<file path="src/rtl/iter_shifter_if.sv">
// Request/result handshake bundle for the iterative shift coprocessor.
interface iter_shifter_if #(
  parameter int WIDTH = 16,
  parameter int AMTW  = 4
);
  logic             in_valid;
  logic             in_ready;
  logic [WIDTH-1:0] in;
  logic [1:0]       op;
  logic [AMTW-1:0]  amt;
  logic             out_valid;
  logic             out_ready;
  logic [WIDTH-1:0] sout;
  logic             busy;

  modport master (
    output in_valid, in, op, amt, out_ready,
    input  in_ready, out_valid, sout, busy
  );

  modport slave (
    input  in_valid, in, op, amt, out_ready,
    output in_ready, out_valid, sout, busy
  );
endinterface

</file>
<file path="src/rtl/iter_shifter.sv">
// Multi-cycle shifter: applies pass/LSL/LSR/ASR one bit per clock until the
// requested amount is consumed, with valid/ready handshakes on both sides.
module iter_shifter #(
  parameter int WIDTH = 16,
  parameter int AMTW  = 4
) (
  input  logic          clk,
  input  logic          reset_n,
  iter_shifter_if.slave bus
);

  typedef enum logic [1:0] {
    S_IDLE  = 2'd0,
    S_SHIFT = 2'd1,
    S_DONE  = 2'd2
  } state_t;

  localparam logic [AMTW-1:0] CNT_ONE  = {{(AMTW-1){1'b0}}, 1'b1};
  localparam logic [AMTW-1:0] CNT_ZERO = {AMTW{1'b0}};

  state_t           r_state;
  state_t           w_next;
  logic [WIDTH-1:0] r_data;
  logic [AMTW-1:0]  r_cnt;
  logic [1:0]       r_op;
  logic             w_accept;
  logic             w_skip;

  function automatic logic [WIDTH-1:0] onebit(input logic [1:0] f_op,
                                              input logic [WIDTH-1:0] f_d);
    logic [WIDTH-1:0] f_r;
    case (f_op)
      2'b01:   f_r = {f_d[WIDTH-2:0], 1'b0};
      2'b10:   f_r = {1'b0, f_d[WIDTH-1:1]};
      2'b11:   f_r = {f_d[WIDTH-1], f_d[WIDTH-1:1]};
      default: f_r = f_d;
    endcase
    return f_r;
  endfunction

  assign w_accept = (r_state == S_IDLE) && bus.in_valid;
  assign w_skip   = (bus.amt == CNT_ZERO) || (bus.op == 2'b00);

  // State register
  always_ff @(posedge clk or negedge reset_n) begin
    if (!reset_n) begin
      r_state <= S_IDLE;
    end else begin
      r_state <= w_next;
    end
  end

  // Next-state decode; DONE always returns to IDLE so a take and an accept never share an edge
  always_comb begin
    w_next = r_state;
    case (r_state)
      S_IDLE: begin
        if (bus.in_valid) begin
          w_next = w_skip ? S_DONE : S_SHIFT;
        end else begin
          w_next = S_IDLE;
        end
      end
      S_SHIFT: begin
        if (r_cnt == CNT_ONE) begin
          w_next = S_DONE;
        end else begin
          w_next = S_SHIFT;
        end
      end
      S_DONE: begin
        if (bus.out_ready) begin
          w_next = S_IDLE;
        end else begin
          w_next = S_DONE;
        end
      end
      default: w_next = S_IDLE;
    endcase
  end

  // Output decode from state only
  always_comb begin
    bus.in_ready  = 1'b0;
    bus.out_valid = 1'b0;
    bus.busy      = 1'b0;
    bus.sout      = r_data;
    case (r_state)
      S_IDLE:  bus.in_ready  = 1'b1;
      S_SHIFT: bus.busy      = 1'b1;
      S_DONE: begin
        bus.out_valid = 1'b1;
        bus.busy      = 1'b1;
      end
      default: bus.in_ready = 1'b0;
    endcase
  end

  // Operand latch and per-step shift; the count parks at 1 rather than wrapping
  always_ff @(posedge clk or negedge reset_n) begin
    if (!reset_n) begin
      r_data <= {WIDTH{1'b0}};
      r_cnt  <= CNT_ZERO;
      r_op   <= 2'b00;
    end else if (w_accept) begin
      r_data <= bus.in;
      r_cnt  <= bus.amt;
      r_op   <= bus.op;
    end else if (r_state == S_SHIFT) begin
      r_data <= onebit(r_op, r_data);
      if (r_cnt != CNT_ONE) begin
        r_cnt <= r_cnt - CNT_ONE;
      end else begin
        r_cnt <= r_cnt;
      end
    end else begin
      r_data <= r_data;
      r_cnt  <= r_cnt;
      r_op   <= r_op;
    end
  end

endmodule

</file>
<file path="src/flat_wrapper.sv">
// flat-port wrapper written by rule: the top's interface ports become plain ports
module iter_shifter_flat 
#(
  parameter int WIDTH = 16,
  parameter int AMTW  = 4
)
  (clk, reset_n, bus_in_valid, bus_in, bus_op, bus_amt, bus_out_ready, bus_in_ready, bus_out_valid, bus_sout, bus_busy);
  iter_shifter_if #(.WIDTH(WIDTH), .AMTW(AMTW)) bus_i ();
  input  logic clk;
  input  logic reset_n;
  input wire logic [$bits(bus_i.in_valid)-1:0] bus_in_valid;
  input wire logic [$bits(bus_i.in)-1:0] bus_in;
  input wire logic [$bits(bus_i.op)-1:0] bus_op;
  input wire logic [$bits(bus_i.amt)-1:0] bus_amt;
  input wire logic [$bits(bus_i.out_ready)-1:0] bus_out_ready;
  output wire logic [$bits(bus_i.in_ready)-1:0] bus_in_ready;
  output wire logic [$bits(bus_i.out_valid)-1:0] bus_out_valid;
  output wire logic [$bits(bus_i.sout)-1:0] bus_sout;
  output wire logic [$bits(bus_i.busy)-1:0] bus_busy;
  assign bus_i.in_valid = bus_in_valid;
  assign bus_i.in = bus_in;
  assign bus_i.op = bus_op;
  assign bus_i.amt = bus_amt;
  assign bus_i.out_ready = bus_out_ready;
  assign bus_in_ready = bus_i.in_ready;
  assign bus_out_valid = bus_i.out_valid;
  assign bus_sout = bus_i.sout;
  assign bus_busy = bus_i.busy;
  iter_shifter #(.WIDTH(WIDTH), .AMTW(AMTW)) u_core (.clk(clk), .reset_n(reset_n), .bus(bus_i));
endmodule
</file>
<file path="config.mk">
export PLATFORM = sky130hd
export DESIGN_NAME = iter_shifter_flat
export DESIGN_NICKNAME = d
export VERILOG_FILES = /design/src/rtl/iter_shifter_if.sv /design/src/rtl/iter_shifter.sv /design/src/flat_wrapper.sv
export SDC_FILE = /design/constraint.sdc
export NUM_CORES = 1
export LEC_CHECK = 0
export ABC_AREA = 1
export ABC_CLOCK_PERIOD_IN_PS = 1300
export BUFFER_PORTS_ARGS = -buffer_cell sky130_fd_sc_hd__buf_2
export CORE_ASPECT_RATIO = 0.75
export CORE_UTILIZATION = 40
export DETAILED_ROUTE_END_ITERATION = 10
export GPL_ROUTABILITY_DRIVEN = 0
export PLACE_DENSITY = 0.66
export SYNTH_ARGS = -nofsm -noshare
export SYNTH_HDL_FRONTEND = slang
export SYNTH_SLANG_ARGS = --single-unit
</file>
<file path="constraint.sdc">
create_clock -name clk -period 1.3 [get_ports clk]
set_input_delay 0.065 -clock clk [delete_from_list [all_inputs] [get_ports clk]]
set_output_delay 0.065 -clock clk [all_outputs]
set_load 0.03 [all_outputs]
</file>
==> summary.txt <==
DR vias - 1626
Max FO, Critical Path - 10
vias in the first global route - 1478
# fillers - 342
Setup CP Type - flop to flop
Initial DRC Count - 83
DRC - 0
Crit. End Element - flop
Die W - 75.07 um
gr usage total - 20.89%
Top Family by Delay on Critical Path - simple AND/OR/NAND/NOR gates
Routed Wire Length - 4043 um
wire per inst - 11.82 um
crit start category - flop
syn nets - 263
core box area - 3756 um^2
RSZ-0062 raised after global routing - yes
ANT cells - 0
Area Overhead vs Synth - 47.11%
failing checks - negative setup slack
initial antenna violation count - 0
final clock skew - 0.006784 ns
Slowest-stage cell, CP - dfrtp_1
die area - 4264 um^2
CTS tree - done
PwrDens - 2973 nW/um^2
Setup Viol. Count Final - 19
vias per cell - 4.754
DR pass1 iterations - 4
placed cells - 331
worst-skew pair later-pin latency - 0.27 ns
synthesized instance count - 228
critical path, cell by cell - inv_2, ha_4, nand2_8, buf_12, or2_2, nand3_2, nand2_1
Overflow after GRT - 0
Max VDD drop - 1894 uV
Synth warnings - 0
share of post-route cells with drive strength above 1 - 42.07%
Clock Path Buffers - 2
final std cells w/o fill - 342
Max-Cap Viols - 0
HP Class - primary input to flop
Least-Margin Pin Slew - 0.5550 ns
worst path bufs/invs - 2
Slew Limit Fails - 0
Mapped Area - 1602 um^2
Leak Pwr - 1.269 nW
Num CTS Buffers - 3
largest net degree at the start of global routing - 25
fin worst setup slack - -0.1163 ns
first-pass GRT wire length - 6768 um
Starting Density - 42.64%
number of synthesized register bits - 24
status - finished with violations
remaining antenna violation count after routing - 0
row count - 19
I/O Pins - 45
clk root buf - clkbuf_8
Worst Path Required - 1.47 ns
nets - 326
sequential share of the synthesized area - 37.50%
Final Hold Fails - 0
Sink Count - 24
Final Critical Period - 1.416 ns
Largest stage delay, worst path - 0.42 ns
Yosys cell types - 22
Die Ht - 56.80 um
CTS clk-pin slew, worst paths - 0.09 ns
Port Buf Inserts - 44
CP arrival - 1.58 ns
Tcrit/Tclk final - 108.9%
htree depth - 1
most common cell after layout, fill and taps aside - nand2_1
Syn Area/Cell - 7.024 um^2
Fin Setup TNS - -1.433 ns
post-DP HPWL - 2704 um
Max-slew headroom - 63.00%
most frequent cells in the layout - nand2_1, buf_2, dfrtp_1
Peak Freq - 706.1 MHz
report_power, final:
part / switching [W] / leakage (nW) / internal (W)
Clock: 0.000246 / 0.0288 / 0.000271
Sequential: 0.000350 / 0.300 / 0.00112
Combinational: 0.00285 / 0.941 / 0.00216
registers in the layout, summed over array words and instances (netlist names):
register and count:
u_core.r_cnt 4, u_core.bus.sout 16, u_core.r_op 2, u_core.r_state 2
metal layers:
| layer | vias to the layer above | track usage [%] | share of wire [%] |
|---|---|---|---|
| met5 | - | 0 | 0 |
| met4 | 0 | 3.235 | 0.54 |
| met3 | 2 | 4.488 | 4.0 |
| met2 | 42 | 30.50 | 45 |
| met1 | 745 | 31.77 | 50 |
| li1 | 837 | - | - |
worst paths after layout:
path | start | endpoint | slack, ns | cells after the start
worst max register to register | u_core.r_state[0] | u_core.bus.sout[1] | -0.12 | 7
min in group asynchronous | reset_n | u_core.bus.sout[6] | 0.31 | 2
worst max-delay path | u_core.r_state[0] | u_core.bus.sout[1] | -0.12 | 7
worst min-delay path | bus_in[15] | u_core.bus.sout[15] | 0.06 | 3
max in group asynchronous | reset_n | u_core.r_op[0] | 0.62 | 2
worst min register to register | u_core.r_cnt[1] | u_core.r_cnt[1] | 0.52 | 2
synth_stat cells (all sizes together):
cell / count / share of area, %
a21oi: 1 / 0.31
buf: 6 / 2.6
clkbuf: 2 / 0.47
dfrtp: 24 / 38
ha: 9 / 7.0
inv: 23 / 5.4
nand2: 94 / 23
nand3: 33 / 10
nand4: 1 / 0.39
nor2: 11 / 3.4
o211ai: 1 / 0.47
o21ai: 8 / 3.2
or2: 14 / 5.5
xor2: 1 / 0.55
what timing repair did:
| action | in CTS | in global routing |
|---|---|---|
| setup buffers | 3 | 1 |
| cloned | 1 | 1 |
| hold endpoints to repair | 24 | 0 |
| hold buffers | 1 | 0 |
| setup endpoints to repair | 19 | 25 |
| pin swaps | 6 | 12 |
| gates resized for setup | 21 | 26 |
kinds of logic after synthesis:
kind of cell	share of synthesized area, %
AND/OR/NAND/NOR	42.50
buffers and inverters	8.437
flip-flops	37.50
AO/OA/AOI/OAI	3.984
adder cells (fa/ha/maj)	7.031
XOR/XNOR	0.5470
metrics by stage:
stage | hold WS (ns) | area, um^2 | power [W] | utilization, % | setup slack, ns
global route | 0.07880 | 2356 | 0.007590 | 62.72 | -0.1660
detailed placement | 0.09464 | 2006 | 0.005447 | 53.40 | -0.1683
CTS | 0.03725 | 2218 | 0.006456 | 59.06 | -0.09063
finish | 0.05569 | 2356 | 0.007004 | 62.72 | -0.1163
global placement | 0.09422 | 2006 | 0.005378 | 53.40 | -0.1098
floorplan | -0.2306 | 1627 | 0.004296 | - | -0.09210
tightest hold or removal path, stage by stage:
cell and delay, ns:
buf_2 0.09, o211ai_1 0.08, nand2_1 0.06
cell type report:
class                      count  area [um^2]  area share [%]
multi-input combinational    173         1045           44.34
sequential                    24        600.6           25.49
timing repair buffer          66        504.2           21.40
inverter                      23        86.33           3.664
tap                           52        65.06           2.762
clock buffer                   4        55.05           2.337
(Power assumes the default switching activity.)
